--- src/rtl/imem_fetch_responder.sv ---
// imem_fetch_responder: responder side of the core instruction-fetch interface.
// It accepts a word fetch, waits WAIT_CYCLES, and returns the word (or an error)
// under a valid/ready handshake. A side port loads program words into the RAM.
// Optional feature macro: IMEM_FETCH_CNT_EN enables the completed-response counter.
module imem_fetch_responder #(
   parameter int unsigned DEPTH       = 64,
   parameter int unsigned WAIT_CYCLES = 1,
   parameter logic [31:0] BASE_ADDR   = 32'h0000_0000
) (
   input  logic        clk,
   input  logic        rstn,
   input  logic        instr_req,
   input  logic [31:0] instr_addr,
   output logic        instr_ready,
   output logic        instr_valid,
   output logic [31:0] instr,
   output logic        instr_err,
   input  logic        resp_ready,
   input  logic        load_we,
   input  logic [31:0] load_addr,
   input  logic [31:0] load_data,
   output logic [31:0] fetch_count
);

   localparam int unsigned AW      = (DEPTH > 1) ? $clog2(DEPTH) : 1;
   localparam logic [3:0]  WAIT_LD = 4'(WAIT_CYCLES);
   localparam logic        NO_WAIT = (WAIT_CYCLES == 0);

   typedef enum logic [1:0] {
      ST_IDLE = 2'd0,
      ST_WAIT = 2'd1,
      ST_RESP = 2'd2
   } state_t;

   state_t        r_state;
   state_t        w_state_nxt;
   logic          w_ready;
   logic          w_accept;
   logic          w_enter_resp;
   logic [3:0]    r_cnt;
   logic [31:0]   r_addr;
   logic          r_valid;
   logic [31:0]   r_instr;
   logic          r_err;
   logic [31:0]   w_rd_addr;
   logic          w_rd_err;
   logic [AW-1:0] w_rd_idx;
   logic          w_ld_err;
   logic [AW-1:0] w_ld_idx;
   logic [31:0]   r_mem [DEPTH];

   // Misaligned, below the base, or past the last word.
   function automatic logic f_addr_err(input logic [31:0] a);
      logic [32:0] diff;
      diff = {1'b0, a} - {1'b0, BASE_ADDR};
      return (a[1:0] != 2'b00) || diff[32] || ((diff >> 2) >= 33'(DEPTH));
   endfunction

   // Word index of a byte address relative to the base.
   function automatic logic [AW-1:0] f_addr_idx(input logic [31:0] a);
      logic [31:0] diff;
      diff = a - BASE_ADDR;
      return AW'(diff >> 2);
   endfunction

   // With no wait the read happens on the accept edge, so use the live address.
   assign w_rd_addr = (r_state == ST_WAIT) ? r_addr : instr_addr;
   assign w_rd_err  = f_addr_err(w_rd_addr);
   assign w_rd_idx  = f_addr_idx(w_rd_addr);
   assign w_ld_err  = f_addr_err(load_addr);
   assign w_ld_idx  = f_addr_idx(load_addr);

   // State register.
   always_ff @(posedge clk) begin
      if (!rstn) r_state <= ST_IDLE;
      else       r_state <= w_state_nxt;
   end

   // Next state, ready, accept and read strobes.
   always_comb begin
      w_state_nxt  = r_state;
      w_ready      = 1'b0;
      w_accept     = 1'b0;
      w_enter_resp = 1'b0;
      case (r_state)
         ST_IDLE: begin
            w_ready = 1'b1;
            if (instr_req) begin
               w_accept     = 1'b1;
               w_enter_resp = NO_WAIT;
               w_state_nxt  = NO_WAIT ? ST_RESP : ST_WAIT;
            end
         end
         ST_WAIT: begin
            if (r_cnt <= 4'd1) begin
               w_enter_resp = 1'b1;
               w_state_nxt  = ST_RESP;
            end
         end
         ST_RESP: begin
            if (resp_ready) begin
               w_ready = 1'b1;
               if (instr_req) begin
                  w_accept     = 1'b1;
                  w_enter_resp = NO_WAIT;
                  w_state_nxt  = NO_WAIT ? ST_RESP : ST_WAIT;
               end else begin
                  w_state_nxt = ST_IDLE;
               end
            end
         end
         default: w_state_nxt = ST_IDLE;
      endcase
   end

   // Address latch, wait counter and registered response.
   always_ff @(posedge clk) begin
      if (!rstn) begin
         r_addr  <= 32'h0;
         r_cnt   <= 4'd0;
         r_valid <= 1'b0;
         r_instr <= 32'h0;
         r_err   <= 1'b0;
      end else begin
         if (w_accept) begin
            r_addr <= instr_addr;
            r_cnt  <= WAIT_LD;
         end else if (r_state == ST_WAIT) begin
            r_cnt <= r_cnt - 4'd1;
         end
         if (w_enter_resp) begin
            r_valid <= 1'b1;
            r_err   <= w_rd_err;
            r_instr <= w_rd_err ? 32'h0 : r_mem[w_rd_idx];
         end else if ((r_state == ST_RESP) && resp_ready) begin
            r_valid <= 1'b0;
         end
      end
   end

   // Program-load writes; a same-edge response read still sees the old word.
   always_ff @(posedge clk) begin
      if (load_we && !w_ld_err) r_mem[w_ld_idx] <= load_data;
   end

`ifdef IMEM_FETCH_CNT_EN
   logic [31:0] r_fetch_count;

   // Count every consumed response, errors included.
   always_ff @(posedge clk) begin
      if (!rstn)                       r_fetch_count <= 32'h0;
      else if (r_valid && resp_ready)  r_fetch_count <= r_fetch_count + 32'd1;
   end

   assign fetch_count = r_fetch_count;
`else
   assign fetch_count = 32'h0;
`endif

   assign instr_ready = w_ready;
   assign instr_valid = r_valid;
   assign instr       = r_instr;
   assign instr_err   = r_err;

endmodule
--- config.mk ---
export PLATFORM = sky130hd
export DESIGN_NAME = imem_fetch_responder
export DESIGN_NICKNAME = d
export VERILOG_FILES = /design/src/rtl/imem_fetch_responder.sv
export SDC_FILE = /design/constraint.sdc
export NUM_CORES = 2
export LEC_CHECK = 0
export ABC_AREA = 1
export CORE_MARGIN = 1.5
export CORE_UTILIZATION = 35
export CTS_CLUSTER_DIAMETER = 40
export DETAILED_ROUTE_END_ITERATION = 6
export DONT_BUFFER_PORTS = 1
export GPL_ROUTABILITY_DRIVEN = 0
export GPL_TIMING_DRIVEN = 0
export PLACE_DENSITY = 0.59
export SYNTH_ARGS = -nofsm -noshare
export SYNTH_HDL_FRONTEND = slang
export SYNTH_SLANG_ARGS = --single-unit
export TNS_END_PERCENT = 5
--- constraint.sdc ---
create_clock -name clk -period 3.6 [get_ports clk]
set_input_delay 0.54 -clock clk [delete_from_list [all_inputs] [get_ports clk]]
set_output_delay 0.54 -clock clk [all_outputs]
set_load 0.02 [all_outputs]
Yosys cells after proc, flatten, opt, wreduce, memory -nomap -nowiden
Memory sizes are Yosys's and may differ from the RTL's.
Index checks and enable logic that the tools add are counted.
W data, S select, Z words.
{"block": "totals", "reg_bits": 72, "input_bits": 101, "ram_bits": 2048, "word_cells": 50, "out_inout_bits": 67, "n_memories": 1}
{"memory": "r_mem", "words": 64, "width": 32, "read_ports": 1, "rd_clocked_by_memory_dff": 0, "wr": 1, "line_no": "50", "rtl": "logic [31:0] r_mem [DEPTH];"}
{"block": "classes", "n_bitwise": 1, "eq_ne": 5, "mux": 20, "n_lt_le_gt_ge": 3, "n_addsub": 1, "n_reduce_logical": 12}
{"operator": "$mux W32", "count": 2}
{"operator": "$ge A30 B7 Y1 const B", "count": 2}
{"operator": "$mux W1", "count": 12}
{"operator": "$reduce_bool A2 Y1", "count": 4}
{"operator": "$mux W2", "count": 3}
{"operator": "$pmux W2 S3", "count": 1}
{"operator": "$le A4 B1 Y1 const B", "count": 1}
{"operator": "$ne A2 B2 Y1 const B", "count": 2}
{"operator": "$pmux W1 S2", "count": 2}
{"operator": "$sub A4 B1 Y4 const B", "count": 1}
{"operator": "$reduce_and A3 Y1", "count": 1}
{"operator": "$eq A2 B1 Y1 const B", "count": 1}
{"operator": "$eq A2 B2 Y1 const B", "count": 1}
{"operator": "$logic_and A1 B1 Y1", "count": 2}
{"operator": "$logic_not A2 Y1", "count": 1}
{"operator": "$logic_or A1 B1 Y1", "count": 2}
{"operator": "$ne A2 B1 Y1 const B", "count": 1}
{"operator": "$reduce_or A2 Y1", "count": 1}
{"operator": "$logic_not A1 Y1", "count": 1}
{"operator": "$not A1 Y1", "count": 1}

Longest topological paths before layout
{"block": "logic_depth", "depth_word": 6, "ltp_mapped": 15, "ltp_nobuf": 12}

Worst setup path after synthesis
Ideal clock, no wire load.
{"block": "synth_path", "path_kind": "input-to-reg", "start": "input port load_addr[21]", "end": "memory r_mem[11][0], enable pin", "stages": 5, "setup_slack_ps": 221, "arrival_time_ps": 2958, "setup_ps": 421, "t_required_ps": 3179, "path_cell_list": "nor4_1 nand4_1 nor3b_1 nand3_1 nor2_1"}
{"block": "synth_between", "elab_chain_cells": 6}
{"element": "from (decl)", "line_no": "20", "rtl": "input logic [31:0] load_addr,"}
{"element": "$ge A30 B7 Y1", "line_no": "56", "rtl": "return (a[1:0] != 2'b00) || diff[32] || ((diff >> 2) >= 33'(DEPTH));"}
{"element": "$logic_or A1 B1 Y1", "line_no": "56"}
{"element": "$logic_not A1 Y1", "line_no": "143", "rtl": "if (load_we && !w_ld_err) r_mem[w_ld_idx] <= load_data;"}
{"element": "$logic_and A1 B1 Y1", "line_no": "143"}
{"element": "$mux W1", "line_no": "143"}
{"element": "$mux W1 (not written as such)", "line_no": "143"}
{"element": "to (decl)", "line_no": "50"}
Every way passes these cells.

Worst setup path after layout
{"block": "layout_path", "start": "register r_state[1]", "end": "register r_instr[16], in the netlist instr[16]"}
{"block": "layout_between", "elab_chain_cells": 5, "elab_cells_between_ends": 8, "classes_between": "order compare: 1; eq/ne: 1; mux: 3; reduce/logical: 2; memory: 1"}
{"element": "from (decl)", "line_no": "35", "rtl": "state_t r_state;"}
{"element": "from (signal assigned)", "line_no": "76", "rtl": "else r_state <= w_state_nxt;"}
{"element": "$eq A2 B1 Y1 *", "line_no": "67, 85"}
{"element": "$mux W32", "line_no": "67", "rtl": "assign w_rd_addr = (r_state == ST_WAIT) ? r_addr : instr_addr;"}
{"element": "$ge A30 B7 Y1 / $reduce_bool A2 Y1 (equally long branches)", "line_no": "56"}
{"element": "$logic_or A1 B1 Y1", "line_no": "56"}
{"element": "$mux W32", "line_no": "134", "rtl": "r_instr <= w_rd_err ? 32'h0 : r_mem[w_rd_idx];"}
{"element": "to (signal assigned)", "line_no": "134"}
{"element": "to (decl)", "line_no": "43", "rtl": "logic [31:0] r_instr;"}
Every way passes the cells marked *; elsewhere a longest branch is shown, timed or not.
A chain may end at the register's enable or synchronous reset.

==> results.txt <==
Status = complete, but fails checks
Failing checks = setup timing
Largest net degree at the start of global routing = 65
Power, Total = 64900 uW
Vias per cell = 5.81
Filler cells = 21800
Layout cell share with drive strength beyond 1 = 0.143
Area Growth Syn to Fin = 22.6%
Footprint of the multi-input gates = 20200 sq um
Lkg Pwr = 0.0363 uW
Synth top cells by count = nand3_1 (2265), edfxtp_1 (2048), nand2_1 (1879)
Num Clock Sinks = 2120
Post-detail-place hpwl = 234 mm
Initial Util = 0.353
Area contributors post-synth = edfxtp_1 (72%), nand3_1 (13%), nand2_1 (8.3%)
Yosys Warn Count = 0
H-tree levels = 5
Unrepaired setup endpoints after global routing = true
Via count = 64300
Worst skew pair latency = 0.97 ns
Switching Fraction = 0.265
Async SR Flop Fraction = 0
Routed wire per std cell = 31.4 um
Clock share of power = 0.469
Max-cap violations = 0
Ys flop type = edfxtp_1
Core area = 241000 sq um
Seq. cell area = 62900 sq um
Critical-path cell list = inv_2, nand2_2, buf_6, nand2_1, o21ai_1, clkbuf_2, buf_2, nand3_1, nand3_1, nand3_1, nand3_1, a21oi_1
Post-synthesis instance area = 85200 sq um
FF-to-FF path depth = 12
Period utilization = 1.05
Worst min-delay path category = input pin to flop
Iter 0 DRT Violations = 10200
Pins Over Slew Limit = 0
Synthesized flop and latch total = 2120
DRC violations left = 0
Wirelength, routed = 348 mm
FMAX = 265 MHz
Fin crit period = 3.78 ns
Unique masters post-synth = 30
Pwr/cell area = 622 nW/um^2
Int Power = 47700 uW
Worst rel slew slack = 0.0758
Crit-path max cell delay = 0.65 ns
Final Worst Setup Slack = -0.175 ns
Comb pwr share = 0.113
Worst-path clk slew = 0.06 ns
Worst Max-Slew Pin Slew = 1.39 ns
IO buf count = 0
Routed Antenna Nets = 0
Initial antenna violation count = 25
Total CTS buffers = 315
Vias in the first global route = 60900
FP Rows = 180
Critical Path RT = 4.39 ns
Slowest-stage cell, CP = buf_2
Sequential area share after synthesis = 0.739
Leading area contributor after synthesis = edfxtp_1
# setup viols final = 8
Clock Skew = 0.0636 ns
I/O pins = 168
Cells after Synth = 7072
Full die area = 246000 sq um
Yosys top cell area share = 0.722
Total track usage = 0.276
Crit path top cell by count = nand3_1
Fin cells = 11100
CTS tree = built
Net Sw Power = 17200 uW
Syn Area/Cell = 12.0 sq um
Crit path capture type = flop
Layout net count = 7736
CP Max Fanout = 10
Pre-antenna DRT Iters = 7
Root Driver = clkbuf_16
Global-route wire length before repair = 471 mm
Placed Cells = 10400
Crit Path Category = flop to flop
Worst hold stages = 1
Worst Path Arrival = 4.56 ns
Clock buffer depth = 4
Die Span Y = 496 um
CP startpoint kind = flop
Number of flops mapped to enable cells by yosys = 2048
IR drop worst, VDD = 0.445 mV
Final hold vios = 0
Sequential power share = 0.417
Count leader, synth = nand3_1
Congestion Overflow GR = 0
Die X = 496 um
## power by group through the flow
stage | registers [uW] | logic, uW | clock network, uW
2_1_floorplan | 27600 | 3640 | 0
3_3_place_gp | 27600 | 6340 | 0
3_5_place_dp | 27600 | 6440 | 0
4_1_cts | 27100 | 7050 | 30500
5_1_grt | 27100 | 7650 | 31400
6_report | 27100 | 7360 | 30500
## per-stage QoR
step                instance area, sq um   util   TNS, ns  setup slack, ns  hold slack (ns)
finish                            104000  0.433    -0.530           -0.175          0.00264
global route                      104000  0.433    -0.147          -0.0804           0.0124
CTS                               104000  0.432         0          0.00556         0.000443
detailed placement                 92300  0.383   -635.14           -0.962            0.447
global placement                   89300  0.370  -6876.27            -4.02            0.434
floorplan                          85300      -         0            0.221            0.424
## critical path: cells and delay by family (launching register included)
| family | cells | cell delay, ns |
|---|---|---|
| AO/OA/AOI/OAI | 2 | 0.44 |
| buffers and inverters | 4 | 1.49 |
| AND/OR/NAND/NOR | 6 | 1.30 |
| flip-flops | 1 | 0.38 |
## placed cells by master, fill, tap and decap left out, drive strengths merged
cell,n
o211ai,1
nor2,123
nor3,2
clkinvlp,37
nor3b,2
a31oi,1
nor4,10
clkinv,92
buf,493
clkbuf,535
nand2,1881
bufinv,32
inv,69
ha,2
a21oi,52
or2,1
nand4,6
o2bb2ai,1
dlygate4sd3,62
conb,32
edfxtp,2048
dfxtp,72
diode,20
nand3,2265
o21ai,45
o31ai,3
## registers in the layout, summed over array words and instances, names as in the netlist
name	cells
r_mem	2048
instr	32
r_addr	32
r_cnt	4
r_state	2
instr_err	1
instr_valid	1
## worst paths after layout
| path | to | slack [ns] | start |
|---|---|---|---|
| worst min register to register | r_addr[21]$_SDFFE_PN0P_ | 0.46 | r_addr[21]$_SDFFE_PN0P_ |
| worst min-delay path | r_mem[4][29]$_DFFE_PP_ | 0.003 | load_data[29] |
| worst max-delay path | instr[16]$_SDFFE_PN0P_ | -0.18 | r_state[1]$_SDFFE_PN0P_ |
| worst max register to register | instr[16]$_SDFFE_PN0P_ | -0.18 | r_state[1]$_SDFFE_PN0P_ |
## timing repair
action / 4_1_cts / 5_1_grt
endpoints found under the setup margin: 33 / 30
hold buffers: 94 / 0
gates resized for setup: 50 / 56
buffers inserted: 1 / 0
endpoints found under the hold margin: 2082 / 0
## final cells by class
type                       count  area share
timing repair buffer         213      0.0387
inverter                      35     0.00129
buffer                       521      0.0255
tap                         3185      0.0382
clock buffer                 356      0.0788
multi-input combinational   4427       0.194
antenna                       20    0.000479
clock inverter               195      0.0205
sequential                  2120       0.603
## layer usage
layer	GRT usage	vias up	part of all wire
met4	0.210	22	0.089
li1	-	26700	-
met1	0.332	31200	0.34
met2	0.418	5043	0.44
met5	0	-	0.00043
met3	0.0831	1367	0.13
## cells by family after synthesis
kind of cell / after synthesis / synth area share
adders and majority gates: 2 / 0.000294
buffers and inverters: 556 / 0.0311
DFF: 2120 / 0.739
and+or+nand+nor: 4290 / 0.223
AOI/OAI and AO/OA: 103 / 0.00636
other: 1 / 0.0000440
Power figures use the tool's default switching activity.
